===== src/rtl/tl_pkg.sv =====
// Shared TileLink definitions: A-channel opcodes, size field width and
// the burst beat-count helper used by every burst-aware block.
package tl_pkg;

    localparam int unsigned TlSizeW = 4;

    typedef enum logic [2:0] {
        PutFullData    = 3'd0,
        PutPartialData = 3'd1,
        ArithmeticData = 3'd2,
        LogicalData    = 3'd3,
        Get            = 3'd4,
        Intent         = 3'd5,
        AcquireBlock   = 3'd6,
        AcquirePerm    = 3'd7
    } tl_a_op_e;

    // Only data-carrying opcodes span several beats; everything else is
    // a single beat regardless of size.
    function automatic int unsigned burst_beats(
        input logic [2:0]         opcode,
        input logic [TlSizeW-1:0] size,
        input int unsigned        non_burst
    );
        int unsigned beats;
        beats = 32'd1;
        if (opcode <= 3'(LogicalData) && 32'(size) > non_burst) begin
            beats = 32'd1 << (32'(size) - non_burst);
        end
        return beats;
    endfunction

endpackage


===== src/rtl/tl_rr_picker.sv =====
// Round-robin picker: first requester at or after the priority pointer.
// Ports: req_i (N), prio_i (idx) -> gnt_o (one-hot), idx_o, any_o.
module tl_rr_picker
    import tl_pkg::*;
#(
    parameter int N    = 2,
    parameter int IdxW = (N > 1) ? $clog2(N) : 1
) (
    input  logic [N-1:0]    req_i,
    input  logic [IdxW-1:0] prio_i,
    output logic [N-1:0]    gnt_o,
    output logic [IdxW-1:0] idx_o,
    output logic            any_o
);

    int  cand;
    logic found;

    always_comb begin
        gnt_o = '0;
        idx_o = '0;
        found = 1'b0;
        cand  = 0;
        for (int k = 0; k < N; k++) begin
            cand = (int'(prio_i) + k) % N;
            if (!found && req_i[IdxW'(cand)]) begin
                found               = 1'b1;
                idx_o               = IdxW'(cand);
                gnt_o[IdxW'(cand)] = 1'b1;
            end
        end
    end

    assign any_o = |req_i;

endmodule


===== src/rtl/tl_a_burst_arbiter.sv =====
// N-to-1 TileLink A-channel arbiter, round-robin, burst-atomic grants.
// Ports: host_* (N request links), dev_* (shared link), grant_o, locked_o.
module tl_a_burst_arbiter
    import tl_pkg::*;
#(
    parameter int NumHosts     = 2,
    parameter int DataWidth    = 64,
    parameter int MaxSize      = 6,
    parameter int PayloadWidth = 128
) (
    input  logic                                   clk_i,
    input  logic                                   rst_i,
    input  logic [NumHosts-1:0]                    host_valid_i,
    output logic [NumHosts-1:0]                    host_ready_o,
    input  logic [NumHosts-1:0][2:0]               host_opcode_i,
    input  logic [NumHosts-1:0][TlSizeW-1:0]       host_size_i,
    input  logic [NumHosts-1:0][PayloadWidth-1:0]  host_payload_i,
    output logic                                   dev_valid_o,
    input  logic                                   dev_ready_i,
    output logic [2:0]                             dev_opcode_o,
    output logic [TlSizeW-1:0]                     dev_size_o,
    output logic [PayloadWidth-1:0]                dev_payload_o,
    output logic [$clog2(NumHosts)-1:0]            grant_o,
    output logic                                   locked_o
);

    localparam int unsigned NonBurstSize = $clog2(DataWidth / 8);
    localparam int unsigned MaxBurstLen  = 2 ** (MaxSize - NonBurstSize);
    localparam int          LeftW        = (MaxBurstLen > 1) ? $clog2(MaxBurstLen) : 1;
    localparam int          IdxW         = $clog2(NumHosts);

    typedef enum logic {
        StIdle,
        StLocked
    } state_e;

    state_e                 state_q, state_d;
    logic [IdxW-1:0]        prio_q, prio_d;
    logic [IdxW-1:0]        owner_q, owner_d;
    logic [LeftW-1:0]       left_q, left_d;

    logic [NumHosts-1:0]    sel_oh;
    logic [IdxW-1:0]        sel_idx;
    logic                   sel_any;
    logic [IdxW-1:0]        mux_idx;
    logic                   locked;
    logic                   hs;
    int unsigned            beats;

    function automatic logic [IdxW-1:0] next_idx(input logic [IdxW-1:0] i);
        return (32'(i) == NumHosts - 1) ? '0 : i + 1'b1;
    endfunction

    tl_rr_picker #(
        .N    (NumHosts),
        .IdxW (IdxW)
    ) u_picker (
        .req_i  (host_valid_i),
        .prio_i (prio_q),
        .gnt_o  (sel_oh),
        .idx_o  (sel_idx),
        .any_o  (sel_any)
    );

    assign locked  = (state_q == StLocked);
    assign mux_idx = locked ? owner_q : sel_idx;

    assign dev_opcode_o  = host_opcode_i[mux_idx];
    assign dev_size_o    = host_size_i[mux_idx];
    assign dev_payload_o = host_payload_i[mux_idx];
    assign grant_o       = mux_idx;
    assign locked_o      = locked;

    // Reset gates the handshake outputs directly so nothing leaks while
    // rst_i is held, even though the idle picker still sees requests.
    always_comb begin
        host_ready_o = '0;
        dev_valid_o  = 1'b0;
        if (!rst_i) begin
            if (locked) begin
                host_ready_o[owner_q] = dev_ready_i;
                dev_valid_o           = host_valid_i[owner_q];
            end else begin
                host_ready_o = sel_oh & {NumHosts{dev_ready_i}};
                dev_valid_o  = sel_any;
            end
        end
    end

    assign hs    = dev_valid_o & dev_ready_i;
    assign beats = burst_beats(dev_opcode_o, dev_size_o, NonBurstSize);

    always_comb begin
        state_d = state_q;
        prio_d  = prio_q;
        owner_d = owner_q;
        left_d  = left_q;
        unique case (state_q)
            StIdle: begin
                if (hs) begin
                    if (beats == 32'd1) begin
                        prio_d = next_idx(sel_idx);
                    end else begin
                        state_d = StLocked;
                        owner_d = sel_idx;
                        left_d  = LeftW'(beats - 32'd2);
                    end
                end else if (dev_valid_o) begin
                    // Stalled first beat: freeze the choice so the
                    // device sees stable valid/data until accepted.
                    state_d = StLocked;
                    owner_d = sel_idx;
                    left_d  = LeftW'(beats - 32'd1);
                end
            end
            StLocked: begin
                if (hs) begin
                    if (left_q == '0) begin
                        state_d = StIdle;
                        prio_d  = next_idx(owner_q);
                    end else begin
                        left_d = left_q - 1'b1;
                    end
                end
            end
            default: state_d = StIdle;
        endcase
    end

    always_ff @(posedge clk_i or posedge rst_i) begin
        if (rst_i) begin
            state_q <= StIdle;
            prio_q  <= '0;
            owner_q <= '0;
            left_q  <= '0;
        end else begin
            state_q <= state_d;
            prio_q  <= prio_d;
            owner_q <= owner_d;
            left_q  <= left_d;
        end
    end

endmodule


===== config.mk =====
export PLATFORM = sky130hd
export DESIGN_NAME = tl_a_burst_arbiter
export DESIGN_NICKNAME = d
export VERILOG_FILES = /design/src/rtl/tl_pkg.sv /design/src/rtl/tl_rr_picker.sv /design/src/rtl/tl_a_burst_arbiter.sv
export SDC_FILE = /design/constraint.sdc
export NUM_CORES = 1
export LEC_CHECK = 0
export CAP_MARGIN = 10
export CORE_AREA = 4 4 160 162
export CTS_BUF_LIST = sky130_fd_sc_hd__clkbuf_2 sky130_fd_sc_hd__clkbuf_4 sky130_fd_sc_hd__clkbuf_8
export DETAILED_ROUTE_END_ITERATION = 10
export DIE_AREA = 0 0 164 166
export SLEW_MARGIN = 5
export SYNTH_ARGS = -nofsm -noshare
export SYNTH_HDL_FRONTEND = slang
export SYNTH_SLANG_ARGS = --single-unit

===== constraint.sdc =====
create_clock -name clk_i -period 4.6 [get_ports clk_i]
set_input_delay 0.46 -clock clk_i [delete_from_list [all_inputs] [get_ports clk_i]]
set_output_delay 0.46 -clock clk_i [all_outputs]
set_load 0.005 [all_outputs]

Word level (Yosys, flattened, before mapping)
Cells that the tools add are included.

Flip-flop bits (word level): 6. Logic and storage cells: 98.

Add/sub/neg operators: 7. Magnitude comparators: 9. Equality and inequality tests: 9. Shifts and indexed selects: 1. Mux-type cells: 51. Bitwise operators: 5. Reductions and logical operators: 12.

Operator list (count): $mux W128 (2); $eq A32 B1 Y1 const B (1); $mux W32 (1); $shl A1 B32 Y32 const A (1); $mux W1 (29); $mux W3 (7); $mux W2 (4); $mux W4 (2); $ne A2 B2 Y1 const B (4); $reduce_and A4 Y1 (2); $lt A1 B3 Y1 const B (2); $ne A3 B3 Y1 const B (2); $pmux W3 S2 (1); $sub A3 B1 Y3 const B (2); $logic_and A1 B1 Y1 (5); $sub A4 B2 Y5 const B (1); $and A2 B2 Y2 (2); $gt A4 B2 Y1 const B (1); $lt A1 B2 Y1 const B (2); $ne A2 B1 Y1 const B (2); $pmux W1 S2 (2); $add A1 B1 Y1 const B (3); $demux W1 S1 (3); $ge A1 B1 Y1 const B (3); 10 further kinds (10).

Longest topological paths before layout
Depth in word-level cells: 17. Depth in mapped cells: 18. Gate-level depth less buffers: 15.

Modules after synthesis
A second synthesis with hierarchy kept.

Cell total of the unflattened synthesis: 538. Area total of the unflattened synthesis: 2462.4 sq um.

Modules (own cells, without submodules): tl_a_burst_arbiter (instances 1, cells an instance 533, area each 2428.6 sq um, seq. area each 150.1 sq um); tl_rr_picker (instances 1, cells an instance 5, area each 33.8 sq um, seq. area each 0.0 sq um).

Least setup slack after synthesis
OpenSTA, ideal clock, no wires.

Path type: register to register. Start: register state_q (netlist: locked_o). End: register left_q[2]. Library setup time: 80 ps. Arrival: 4160 ps. Data required time: 4520 ps. Path slack: 360 ps. Stages on the path, launching flop included: 19. Buffers on the path: 3. Period minus slack after synthesis: 4240 ps. Cell sequence: dfrtp_1 > nand3b_1 > nand2_1 > buf_1 > buf_2 > mux2_2 > ha_1 > buf_2 > nand3b_1 > a2111oi_1 > nor2_1 > a41oi_2 > inv_1 > ha_1 > nor4b_1 > nor3b_2 > a41oi_2 > or2_1 > o211ai_2.

Longest elaborated chain between the ends: 10. Elaborated cells between the ends (all ways): 27. Those cells by class: add/sub: 3; order compare: 2; eq/ne: 5; shift: 1; mux: 12; bitwise: 2; reduce/logical: 2.

Ends and longest elaborated chain: start, declared (RTL line tl_a_burst_arbiter.sv:37) `state_e state_q, state_d;`; start signal, assigned (RTL line tl_a_burst_arbiter.sv:132) `state_q <= StIdle;`; start signal, assigned (RTL line tl_a_burst_arbiter.sv:137) `state_q <= state_d;`; $mux W1 (*) (RTL line tl_a_burst_arbiter.sv:66) `assign mux_idx = locked ? owner_q : sel_idx;`; named net grant_o (RTL line tl_a_burst_arbiter.sv:23) `output logic [$clog2(NumHosts)-1:0] grant_o,`; $mux W4 (implied by the code) (*) (2 in series) (RTL line tl_a_burst_arbiter.sv:69) `assign dev_size_o = host_size_i[mux_idx];`; named net dev_size_o[1] (RTL line tl_a_burst_arbiter.sv:21) `output logic [TlSizeW-1:0] dev_size_o,`; $sub A4 B2 Y5 / $gt A4 B2 Y1 (equally long branches) (RTL line tl_pkg.sv:28, tl_pkg.sv:27); $shl A1 B32 Y32 / $logic_and A1 B1 Y1 (equally long branches) (RTL line tl_pkg.sv:28, tl_pkg.sv:27); $mux W32 (*) (RTL line tl_pkg.sv:27) `if (opcode <= 3'(LogicalData) && 32'(size) > non_burst) begin`; $sub A3 B1 Y3 / $sub A3 B2 Y3 (equally long branches) (RTL line tl_a_burst_arbiter.sv:113, tl_a_burst_arbiter.sv:106); $mux W3, on equally long branches (RTL line tl_a_burst_arbiter.sv:108, tl_a_burst_arbiter.sv:101); $mux W3 (RTL line tl_a_burst_arbiter.sv:100) `if (hs) begin`; $pmux W3 S2 (RTL line tl_a_burst_arbiter.sv:98) `unique case (state_q)`; end signal, assigned (RTL line tl_a_burst_arbiter.sv:140) `left_q <= left_d;`; end, declared (RTL line tl_a_burst_arbiter.sv:40) `logic [LeftW-1:0] left_q, left_d;`.

The timed path passes the listed nets; every way through them passes the cells marked *. The select of a mux whose other input is x is not followed. A chain may end at the register's enable or synchronous reset.

Worst setup path in the final report
Start: register state_q (netlist: locked_o). End: register left_q[0].

Longest elaborated chain between the ends: 10. Elaborated cells between the ends (all ways): 27. Those cells by class: add/sub: 3; order compare: 2; eq/ne: 5; shift: 1; mux: 12; bitwise: 2; reduce/logical: 2.

Ends and longest elaborated chain: $mux W1 (RTL line tl_a_burst_arbiter.sv:66); $mux W4 (implied by the code) / $mux W3 (equally long branches) (2 in series) (RTL line tl_a_burst_arbiter.sv:69, tl_a_burst_arbiter.sv:68); $sub A4 B2 Y5 (tied with other cells) (RTL line tl_pkg.sv:28) `beats = 32'd1 << (32'(size) - non_burst);`; $shl A1 B32 Y32 / $logic_and A1 B1 Y1 (equally long branches) (RTL line tl_pkg.sv:28, tl_pkg.sv:27); $mux W32 (RTL line tl_pkg.sv:27); $sub A3 B1 Y3 / $sub A3 B2 Y3 (equally long branches) (RTL line tl_a_burst_arbiter.sv:113, tl_a_burst_arbiter.sv:106); $mux W3, on equally long branches (RTL line tl_a_burst_arbiter.sv:108, tl_a_burst_arbiter.sv:101); $mux W3 (RTL line tl_a_burst_arbiter.sv:100); $pmux W3 S2 (RTL line tl_a_burst_arbiter.sv:98).

Several ways; a longest one is shown, not always the timed one. The select of a mux whose other input is x is not followed.

==> results.sh <==
export IMPL_p_leak_nw=2.53
export IMPL_core_region_area_mm2=0.0241
export IMPL_n_fill_cell=2555
export IMPL_synth_nets=537
export IMPL_dp_cells=983
export IMPL_synth_area_leader_cell="mux2_2"
export IMPL_setup_tns_ps=0
export IMPL_ios=415
export IMPL_yosys_warnings=0
export IMPL_cp_end_kind="register"
export IMPL_critPathRequiredTime_ps=4740
export IMPL_worstSetupPathType="reg -> reg"
export IMPL_fp_dieW_um=164
export IMPL_crit_path_start_kind="register"
export IMPL_total_power_w=0.00273
export IMPL_syn_to_final_growth_pct=188
export IMPL_hpwl_um=16600
export IMPL_ys_types=40
export IMPL_cp_arrival_ps=4270
export IMPL_ys_flop_type="dfrtp_1"
export IMPL_netlist_area_mm2=0.00243
export IMPL_grt_max_degree=121
export IMPL_power_density_mw_per_mm2=391
export IMPL_seq_area_frac_synth_pct=6.18
export IMPL_clock_latency_ps=220
export IMPL_cts_setup_buffers=0
export IMPL_fin_crit_ps=4130
export IMPL_diodes=0
export IMPL_h_tree_depth=1
export IMPL_syn_area_per_cell_um2=9.45
export IMPL_drc=0
export IMPL_clk_pin_slew_ps=40
export IMPL_max_freq_mhz=242
export IMPL_crit_chain="nand2_1 > nand2_4 > mux2_2 > ha_1 > buf_4 > nand3b_1 > a221oi_1 > nor2_1 > a41oi_2 > inv_1 > ha_1 > nor4b_1 > nor3b_2 > a41oi_2 > or2_1 > o21ai_1"
export IMPL_io_buffer_count=414
export IMPL_die_h_um=166
export IMPL_peakVddDrop_uv=379
export IMPL_setup_viol=0
export IMPL_hold_violations=0
export IMPL_slowest_delay_ps=620
export IMPL_gp_congestion=0.875
export IMPL_drive_gt1_share_pct=16.6
export IMPL_status="finished, final reports clean"
export IMPL_fin_crit_sh_pct=89.7
export IMPL_reg2reg_from="locked_o"
export IMPL_viasPerCell=3.70
export IMPL_async_flop_share_pct=100
export IMPL_routed_wl_um=18700
export IMPL_reg2reg_slack_ps=470
export IMPL_worstReg2RegEnd="left_q[0]"
export IMPL_cts_num_sinks=6
export IMPL_crit_path_top_delay_cell="dfrtp_1"
export IMPL_grt_overflow_total=0
export IMPL_post_cts_resized=0
export IMPL_vias=3648
export IMPL_rows=57
export IMPL_min_path_type="in -> async"
export IMPL_synthTopCellsByArea="mux2_2 (43%), mux2_1 (19%), dfrtp_1 (6.2%), buf_2 (3.1%), ha_1 (2.6%)"
export IMPL_ant_nets=0
export IMPL_fin_skew_ps=1.16
export IMPL_rsz0062_at_grt="false"
export IMPL_syn_inst=257
export IMPL_cp_max_fo=15
export IMPL_worstRegToRegCells=16
export IMPL_track_usage_pct=12.4
export IMPL_cts_tree="yes"
export IMPL_synth_seq_cells=6
export IMPL_drtIter0Drc=199
export IMPL_fin_nets=944
export IMPL_max_slew_margin_rel_pct=47.3
export IMPL_antenna_found_initial=5
export IMPL_synth_edf_count=0
export IMPL_start_util_pct=10.1
export IMPL_synth_top_area_share_pct=43.1
export IMPL_tightest_slew_ps=790
export IMPL_cts_made_buffers=3
export IMPL_grt_pass1_wl_um=25900
export IMPL_cts_buffer_depth=2
export IMPL_postLayoutCoreUtil_pct=29.0
export IMPL_fin_cells=986
export IMPL_grt_pass1_vias=3743
export IMPL_dr_pass1_iters=4
export IMPL_max_cap_violations=0
export IMPL_wire_per_inst_um=19.0
export IMPL_die_area_mm2=0.0272
export IMPL_whs_ps=491
export IMPL_final_max_slew_violation_count=0
export IMPL_clockRootBuffer="clkbuf_8"
export IMPL_cts_hold_fix_buffers=0
==> metal layers <==
metal / vias to the layer above / share of wire [%] / track usage, %
met5: - / 0.29 / 0
met4: 8 / 0.32 / 0.547
met3: 12 / 7.8 / 3.05
met2: 171 / 49 / 21.7
met1: 1667 / 42 / 16.2
li1: 1790 / - / -
==> cell usage after synthesis (all sizes together), types with 3 or more instances <==
| cell type | n |
|---|---|
| a2111oi | 4 |
| or3b | 4 |
| a21oi | 6 |
| o21ai | 12 |
| dfrtp | 6 |
| nand3b | 5 |
| or2 | 3 |
| ha | 5 |
| nor2 | 8 |
| mux2i | 4 |
| nand2 | 9 |
| inv | 11 |
| mux2 | 135 |
| buf | 16 |
==> cell type report <==
class	instances	area (um2)	area share, %
multi-input combinational	223	2160	30.9
clock buffer	3	41.3	0.590
inverter	11	41.3	0.590
sequential	6	150	2.15
tap	324	405	5.80
timing repair buffer	419	4190	60.0
==> worst max path at each step <==
stage | start | endpoint | cells past startpoint
CTS | locked_o | left_q[0] | 15
finish | locked_o | left_q[0] | 16
global placement | host_valid_i[0] | left_q[2] | 16
detailed placement | host_valid_i[0] | left_q[0] | 16
global route | locked_o | left_q[0] | 15
floorplan | locked_o | left_q[2] | 18
==> through the flow <==
step                      cell area [um2]  setup slack [ps]
after global placement               6950               402
final                                7000               474
after floorplan                      2430               360
after global routing                 7000               143
after CTS                            7000               513
after detailed placement             6950               360
==> where the power goes <==
group / switching (W) / leakage, nW / total (W) / internal [W]
Combinational: 0.000944 / 2.43 / 0.00254 / 0.00160
Sequential: 0.0000375 / 0.0702 / 0.000115 / 0.0000773
Clock: 0.0000220 / 0.0216 / 0.0000782 / 0.0000562
==> cell families after synthesis <==
group | share of synthesized area (%)
mux | 64.2
simple gates | 10.4
compound gates | 10.8
buf+inv | 5.10
flops | 6.18
fa+ha+maj | 2.57
xor+xnor | 0.721
==> critical path: cells and delay by family, from the launching register on <==
| kind | cells | cell delay, ps |
|---|---|---|
| AOI/OAI and AO/OA | 4 | 860 |
| muxes | 1 | 360 |
| DFF | 1 | 620 |
| adders and majority gates | 2 | 450 |
| and+or+nand+nor | 7 | 1480 |
| buffers and inverters | 2 | 250 |
==> flip-flops by register name, indices dropped and copies added (netlist names) <==
name / flops
owner_q: 1
left_q: 3
locked_o: 1
prio_q: 1
==> placed cells by master (no fill, tap or decap), drive strengths merged, types with 5 or more instances in the layout <==
cell and n:
clkdlybuf4s50 414, mux2 135, o21ai 12, inv 11, nand2 9, nor2 8
a21oi 6, dfrtp 6, nand3b 5, ha 5, buf 5
Note: power is estimated with default switching activity, not from simulation.
